**src/rtl/spi_sram_ctrl_if.sv**
```systemverilog
// CPU-side memory bus between the NEANDER-X control unit and the SPI SRAM controller.
// The CPU is the master; the controller is the slave.
interface spi_sram_ctrl_if;
    logic [15:0] mem_addr;
    logic [7:0]  mem_data_out;
    logic        mem_read;
    logic        mem_write;
    logic        mem_req;
    logic        mem_ready;
    logic [7:0]  mem_data_in;
    logic        busy;

    modport master (
        output mem_addr, mem_data_out, mem_read, mem_write, mem_req,
        input  mem_ready, mem_data_in, busy
    );

    modport slave (
        input  mem_addr, mem_data_out, mem_read, mem_write, mem_req,
        output mem_ready, mem_data_in, busy
    );
endinterface

```
**src/rtl/spi_sram_ctrl.sv**
```systemverilog
// Byte-wide CPU memory access performed as one 32-bit SPI transaction on a 23LC512-class SRAM.
// Define RD_CACHE_EN to add a one-entry write-through read cache.
module spi_sram_ctrl #(
    parameter int         CLK_DIV   = 1,
    parameter logic [7:0] CMD_READ  = 8'h03,
    parameter logic [7:0] CMD_WRITE = 8'h02
) (
    input  logic            clk,
    input  logic            reset,
    spi_sram_ctrl_if.slave  bus,
    output logic            spi_cs_n,
    output logic            spi_sclk,
    output logic            spi_mosi,
    input  logic            spi_miso
);
    typedef enum logic [2:0] {IDLE, SETUP, SHIFT, HOLD, DONE} state_t;

    localparam int              DIV_W    = (CLK_DIV > 1) ? $clog2(CLK_DIV) : 1;
    localparam logic [DIV_W-1:0] DIV_LAST = DIV_W'(CLK_DIV - 1);

    state_t           state_q, state_d;
    logic [31:0]      tx_q, tx_d;
    logic [7:0]       rx_q, rx_d;
    logic [4:0]       bit_cnt_q, bit_cnt_d;
    logic [DIV_W-1:0] div_cnt_q, div_cnt_d;
    logic             phase_q, phase_d;
    logic             is_write_q, is_write_d;
    logic [7:0]       rdata_q, rdata_d;
    logic             start;
    logic             ready;
    logic             busy;
`ifdef RD_CACHE_EN
    logic             cache_valid_q, cache_valid_d;
    logic [15:0]      cache_tag_q, cache_tag_d;
    logic [7:0]       cache_data_q, cache_data_d;
    logic [15:0]      addr_q, addr_d;
    logic [7:0]       wdata_q, wdata_d;
    logic             hit;

    assign hit = cache_valid_q && bus.mem_read && !bus.mem_write && (cache_tag_q == bus.mem_addr);
`endif

    assign start           = bus.mem_req && (bus.mem_read || bus.mem_write);
    assign bus.mem_ready   = ready;
    assign bus.busy        = busy;
    assign bus.mem_data_in = rdata_q;

    always_ff @(posedge clk) begin
        if (reset) begin
            state_q       <= IDLE;
            tx_q          <= '0;
            rx_q          <= '0;
            bit_cnt_q     <= '0;
            div_cnt_q     <= '0;
            phase_q       <= 1'b0;
            is_write_q    <= 1'b0;
            rdata_q       <= '0;
`ifdef RD_CACHE_EN
            cache_valid_q <= 1'b0;
            cache_tag_q   <= '0;
            cache_data_q  <= '0;
            addr_q        <= '0;
            wdata_q       <= '0;
`endif
        end else begin
            state_q       <= state_d;
            tx_q          <= tx_d;
            rx_q          <= rx_d;
            bit_cnt_q     <= bit_cnt_d;
            div_cnt_q     <= div_cnt_d;
            phase_q       <= phase_d;
            is_write_q    <= is_write_d;
            rdata_q       <= rdata_d;
`ifdef RD_CACHE_EN
            cache_valid_q <= cache_valid_d;
            cache_tag_q   <= cache_tag_d;
            cache_data_q  <= cache_data_d;
            addr_q        <= addr_d;
            wdata_q       <= wdata_d;
`endif
        end
    end

    always_comb begin
        state_d    = state_q;
        tx_d       = tx_q;
        rx_d       = rx_q;
        bit_cnt_d  = bit_cnt_q;
        div_cnt_d  = div_cnt_q;
        phase_d    = phase_q;
        is_write_d = is_write_q;
        rdata_d    = rdata_q;
`ifdef RD_CACHE_EN
        cache_valid_d = cache_valid_q;
        cache_tag_d   = cache_tag_q;
        cache_data_d  = cache_data_q;
        addr_d        = addr_q;
        wdata_d       = wdata_q;
`endif
        case (state_q)
            IDLE: begin
                if (start) begin
                    is_write_d = bus.mem_write;
                    tx_d       = {bus.mem_write ? CMD_WRITE : CMD_READ, bus.mem_addr,
                                  bus.mem_write ? bus.mem_data_out : 8'h00};
                    state_d    = SETUP;
`ifdef RD_CACHE_EN
                    addr_d  = bus.mem_addr;
                    wdata_d = bus.mem_data_out;
                    if (hit) begin
                        state_d = DONE;
                        rdata_d = cache_data_q;
                    end
`endif
                end
            end
            SETUP: begin
                div_cnt_d = '0;
                phase_d   = 1'b0;
                bit_cnt_d = '0;
                state_d   = SHIFT;
            end
            SHIFT: begin
                // MISO is captured as SCLK rises; MOSI advances only as SCLK falls.
                if (div_cnt_q == DIV_LAST) begin
                    div_cnt_d = '0;
                    if (!phase_q) begin
                        phase_d = 1'b1;
                        rx_d    = {rx_q[6:0], spi_miso};
                    end else begin
                        phase_d = 1'b0;
                        if (bit_cnt_q == 5'd31) begin
                            state_d = HOLD;
                        end else begin
                            bit_cnt_d = bit_cnt_q + 5'd1;
                            tx_d      = {tx_q[30:0], 1'b0};
                        end
                    end
                end else begin
                    div_cnt_d = div_cnt_q + DIV_W'(1);
                end
            end
            HOLD: begin
                if (!is_write_q) begin
                    rdata_d = rx_q;
                end
`ifdef RD_CACHE_EN
                if (!is_write_q) begin
                    cache_valid_d = 1'b1;
                    cache_tag_d   = addr_q;
                    cache_data_d  = rx_q;
                end else if (cache_valid_q && (cache_tag_q == addr_q)) begin
                    cache_data_d = wdata_q;
                end
`endif
                state_d = DONE;
            end
            DONE:    state_d = IDLE;
            default: state_d = IDLE;
        endcase
    end

    always_comb begin
        spi_cs_n = 1'b1;
        spi_sclk = 1'b0;
        spi_mosi = 1'b0;
        ready    = 1'b0;
        busy     = (state_q != IDLE);
        case (state_q)
            SETUP: begin
                spi_cs_n = 1'b0;
                spi_mosi = tx_q[31];
            end
            SHIFT: begin
                spi_cs_n = 1'b0;
                spi_sclk = phase_q;
                spi_mosi = tx_q[31];
            end
            DONE:    ready = 1'b1;
            default: ;
        endcase
    end
endmodule
```
**src/flat_wrapper.sv**
```systemverilog
// flat-port wrapper written by rule: the top's interface ports become plain ports
module spi_sram_ctrl_flat 
#(
    parameter int         CLK_DIV   = 1,
    parameter logic [7:0] CMD_READ  = 8'h03,
    parameter logic [7:0] CMD_WRITE = 8'h02
)
  (clk, reset, spi_cs_n, spi_sclk, spi_mosi, spi_miso, bus_mem_addr, bus_mem_data_out, bus_mem_read, bus_mem_write, bus_mem_req, bus_mem_ready, bus_mem_data_in, bus_busy);
  spi_sram_ctrl_if bus_i ();
  input  logic clk;
  input  logic reset;
  output logic spi_cs_n;
  output logic spi_sclk;
  output logic spi_mosi;
  input  logic spi_miso;
  input wire logic [$bits(bus_i.mem_addr)-1:0] bus_mem_addr;
  input wire logic [$bits(bus_i.mem_data_out)-1:0] bus_mem_data_out;
  input wire logic [$bits(bus_i.mem_read)-1:0] bus_mem_read;
  input wire logic [$bits(bus_i.mem_write)-1:0] bus_mem_write;
  input wire logic [$bits(bus_i.mem_req)-1:0] bus_mem_req;
  output wire logic [$bits(bus_i.mem_ready)-1:0] bus_mem_ready;
  output wire logic [$bits(bus_i.mem_data_in)-1:0] bus_mem_data_in;
  output wire logic [$bits(bus_i.busy)-1:0] bus_busy;
  assign bus_i.mem_addr = bus_mem_addr;
  assign bus_i.mem_data_out = bus_mem_data_out;
  assign bus_i.mem_read = bus_mem_read;
  assign bus_i.mem_write = bus_mem_write;
  assign bus_i.mem_req = bus_mem_req;
  assign bus_mem_ready = bus_i.mem_ready;
  assign bus_mem_data_in = bus_i.mem_data_in;
  assign bus_busy = bus_i.busy;
  spi_sram_ctrl #(.CLK_DIV(CLK_DIV), .CMD_READ(CMD_READ), .CMD_WRITE(CMD_WRITE)) u_core (.clk(clk), .reset(reset), .bus(bus_i), .spi_cs_n(spi_cs_n), .spi_sclk(spi_sclk), .spi_mosi(spi_mosi), .spi_miso(spi_miso));
endmodule
```
**config.mk**
```make
export PLATFORM = sky130hd
export DESIGN_NAME = spi_sram_ctrl_flat
export DESIGN_NICKNAME = d
export VERILOG_FILES = /design/src/rtl/spi_sram_ctrl_if.sv /design/src/rtl/spi_sram_ctrl.sv /design/src/flat_wrapper.sv
export SDC_FILE = /design/constraint.sdc
export NUM_CORES = 1
export LEC_CHECK = 0
export CAP_MARGIN = 25
export CELL_PAD_IN_SITES_DETAIL_PLACEMENT = 1
export CELL_PAD_IN_SITES_GLOBAL_PLACEMENT = 1
export CORE_MARGIN = 3
export CORE_UTILIZATION = 23
export DETAILED_ROUTE_END_ITERATION = 10
export GPL_TIMING_DRIVEN = 0
export HOLD_SLACK_MARGIN = 0.1
export PLACE_DENSITY = 0.56
export SLEW_MARGIN = 10
export SYNTH_ARGS = -nofsm -noshare
export SYNTH_HDL_FRONTEND = slang
export SYNTH_SLANG_ARGS = --single-unit
```
**constraint.sdc**
```tcl
create_clock -name clk -period 3.1 [get_ports clk]
set_input_delay 0.93 -clock clk [delete_from_list [all_inputs] [get_ports clk]]
set_output_delay 0.93 -clock clk [all_outputs]
set_load 0.02 [all_outputs]
```
==> impl_metrics.py <==
metrics = {
    "status": {
        "outcome": "complete, no violations",
    },
    "synth": {
        "synthesis.nets": 333,
        "synth_cells": 301,
        "netlist_area_um2": 2570,
        "yosys_register_bits": 58,
        "ys.warnings.count": 0,
        "yosysUniqueCellTypes": 37,
        "seq_area_frac_synth": 0.452,
        "synth_area_per_cell_um2": 8.53,
    },
    "drt": {
        "ant_nets": 0,
        "drc": 0,
        "viasPerCell": 4.69,
        "routed_wl_um": 7470,
        "drtIter0Drc": 73,
        "dr_total_vias": 2326,
        "drt_pass1_iterations": 4,
        "wl_per_cell_um": 15.1,
    },
    "die": {
        "dieArea_um2": 12500,
        "ioPinCount": 43,
        "die_x_um": 112,
        "core-area_um2": 10600,
        "start_util": 0.242,
        "die_h_um": 112,
        "placementRows": 37,
    },
    "sta": {
        "period_minus_slack_ns": 2.88,
        "rsz0062_at_grt": "false",
        "whs_ns": 0.459,
        "fin_skew_ns": 0.00952,
        "setup_viol": 0,
        "period_share": 0.928,
        "hold_violations": 0,
        "worst_slack_ns": 0.224,
        "setup_tns_ns": 0,
        "worst_slew_margin_rel": 0.448,
        "drv_slew": 0,
        "max_freq_mhz": 348,
        "tightest_slew_ns": 0.825,
    },
    "hold_path": {
        "hold_class": "register to register",
    },
    "clock_tree": {
        "cts_buffers": 9,
        "hold_buffers": 0,
        "htree_levels": 3,
        "cts.path.max_buffers": 2,
        "cts_root_buf": "clkbuf_8",
        "insertion_delay_ns": 0.33,
        "cts_tree": "done",
        "clock_sinks": 58,
        "clkTransAtPathRegs_ns": 0.07,
    },
    "grt": {
        "track_usage": 0.126,
        "grt_pass1_vias": 2555,
        "grt_overflow": 0,
        "grt_pass1_wl_um": 12900,
        "grt_max_degree": 11,
        "antenna_found_initial": 0,
    },
    "cells_and_area": {
        "drive_gt1_frac": 0.142,
        "fin_nets": 387,
        "antenna_cells": 0,
        "final_cells": 496,
        "syn_to_final_growth_pct": 31.4,
    },
    "critical_path": {
        "cp.arrival_ns": 1.95,
        "crit_type": "register to output pin",
        "required_ns": 2.17,
        "crit_path_max_fanout": 10,
        "end_kind": "output pin",
        "start_kind": "register",
    },
    "power_and_ir_drop": {
        "combinationalPowerShare": 0.147,
        "p_clk_frac": 0.401,
        "internal-power_mw": 1.31,
        "power.leakage_nw": 1.16,
        "ir_drop_uv": 169,
        "pwr-share-seq": 0.451,
        "p_per_area_nw_per_um2": 529,
        "p_sw_mw": 0.468,
        "p_sw_frac": 0.263,
    },
    "place": {
        "dpl.hpwl_um": 5150,
        "numPortBuffers": 41,
        "dp_slack_ns": -0.245,
        "dp.cells": 478,
        "gp_congestion": 0.737,
    },
    "run": {
        "max_cap_violations": 0,
    },
}
## state kept, by name, summed over array words and instances, names as in the netlist
signal / flops
u_core.rx_q: 8
u_core.is_write_q: 1
u_core.bus.mem_data_in: 8
u_core.state_q: 3
u_core.bit_cnt_q: 5
u_core.phase_q: 1
u_core.tx_q: 32
## cells by family (layout without fill, tap and decap cells)
logic type               count (synthesis)  count (layout)  share of synthesized area
buffers and inverters                   25              84                     0.0512
AND/OR/NAND/NOR                        155             155                      0.266
multiplexers                             2               2                    0.00780
flip-flops                              58              58                      0.452
AO/OA/AOI/OAI                           59              59                      0.213
adder cells (fa/ha/maj)                  2               2                    0.00975
## through the flow
step                      utilization  instance area (um^2)  total power [mW]
final                           0.318                  3370              1.78
after floorplan                     -                  2570             0.984
after global placement          0.297                  3150              1.08
after detailed placement        0.297                  3150              1.08
after global routing            0.318                  3370              1.88
after CTS                       0.317                  3360              1.81
## layer usage
metal  vias to the layer above  part of all wire  GRT usage  wire [um]
li1                       1147                 -          -          -
met1                      1124              0.49      0.170       3680
met2                        46              0.45      0.199       3400
met3                         9             0.037     0.0223        274
met4                         0             0.016     0.0487        121
met5                         -                 0          0          0
## synth_stat cells
cell type | instances | area share
a2111oi_0 | 1 | 0.0034
a211oi_1 | 2 | 0.0058
a21o_1 | 1 | 0.0029
a21oi_1 | 26 | 0.051
a22oi_1 | 1 | 0.0029
a2bb2oi_1 | 1 | 0.0034
a311oi_1 | 6 | 0.020
a311oi_2 | 18 | 0.11
a41oi_1 | 1 | 0.0034
and2_0 | 2 | 0.0049
and2_1 | 1 | 0.0024
and3_1 | 1 | 0.0024
buf_2 | 6 | 0.012
buf_4 | 2 | 0.0058
buf_6 | 3 | 0.013
clkbuf_1 | 13 | 0.019
dfxtp_1 | 58 | 0.45
ha_1 | 2 | 0.0097
inv_1 | 1 | 0.0015
mux2i_1 | 2 | 0.0078
nand2_1 | 80 | 0.12
nand2b_1 | 4 | 0.0097
nand3_1 | 15 | 0.029
nand3b_1 | 2 | 0.0058
nand4_1 | 1 | 0.0024
nand4bb_1 | 1 | 0.0044
nor2_1 | 36 | 0.053
nor2_2 | 1 | 0.0024
nor3_1 | 4 | 0.0078
nor3b_1 | 1 | 0.0029
nor3b_2 | 1 | 0.0049
nor4b_2 | 1 | 0.0058
o211a_1 | 1 | 0.0039
o2bb2ai_4 | 1 | 0.011
or2_2 | 2 | 0.0049
or3_1 | 1 | 0.0024
or3b_1 | 1 | 0.0034
## repair_timing
item,in CTS,in global routing
resized for setup,3,2
buffers inserted,1,1
setup endpoints to repair,1,1
## area by class of cell
cell class	count	area, um^2
timing repair buffer	43	428
sequential	58	1160
tap	136	170
clock buffer	14	163
inverter	1	3.75
clock inverter	2	35.0
buffer	24	131
fill	1263	7230
multi-input combinational	218	1280
## critical path: stages, from the launching register on
cell             delay (ns)
dfxtp_1                0.31
buf_2                  0.17
nand2b_1               0.17
a21o_1                 0.22
nor2_1                 0.12
clkdlybuf4s50_1        0.62
## path summary, 6_finish.rpt
| kind | from | end | cells past startpoint | slack, ns |
|---|---|---|---|---|
| worst min-delay path | u_core.bus.mem_data_in[4]$_SDFFE_PP0P_ | u_core.bus.mem_data_in[4]$_SDFFE_PP0P_ | 2 | 0.46 |
| worst max-delay path | u_core.state_q[1]$_SDFFE_PP0P_ | spi_mosi | 5 | 0.22 |
| worst min register to register | u_core.bus.mem_data_in[4]$_SDFFE_PP0P_ | u_core.bus.mem_data_in[4]$_SDFFE_PP0P_ | 2 | 0.46 |
| worst max register to register | u_core.bit_cnt_q[0]$_SDFFE_PP0P_ | u_core.tx_q[26]$_SDFFE_PP0P_ | 7 | 0.86 |
## cells in the final DEF (no fill, tap or decap), types with 3 or more instances in the layout
cell / count
a21oi_1: 26
a311oi_1: 6
a311oi_2: 18
buf_2: 6
buf_4: 5
buf_6: 3
clkbuf_1: 15
clkbuf_8: 11
clkdlybuf4s50_1: 40
dfxtp_1: 58
nand2_1: 80
nand2b_1: 4
nand3_1: 15
nor2_1: 36
nor3_1: 4
## power groups by stage
stage,Combinational [mW],Sequential (mW),Clock (mW)
2_1_floorplan,0.170,0.815,0
3_3_place_gp,0.255,0.820,0
3_5_place_dp,0.260,0.820,0
4_1_cts,0.265,0.804,0.739
5_1_grt,0.290,0.809,0.777
6_report,0.263,0.804,0.716
Note: power is estimated with default switching activity, not from simulation.
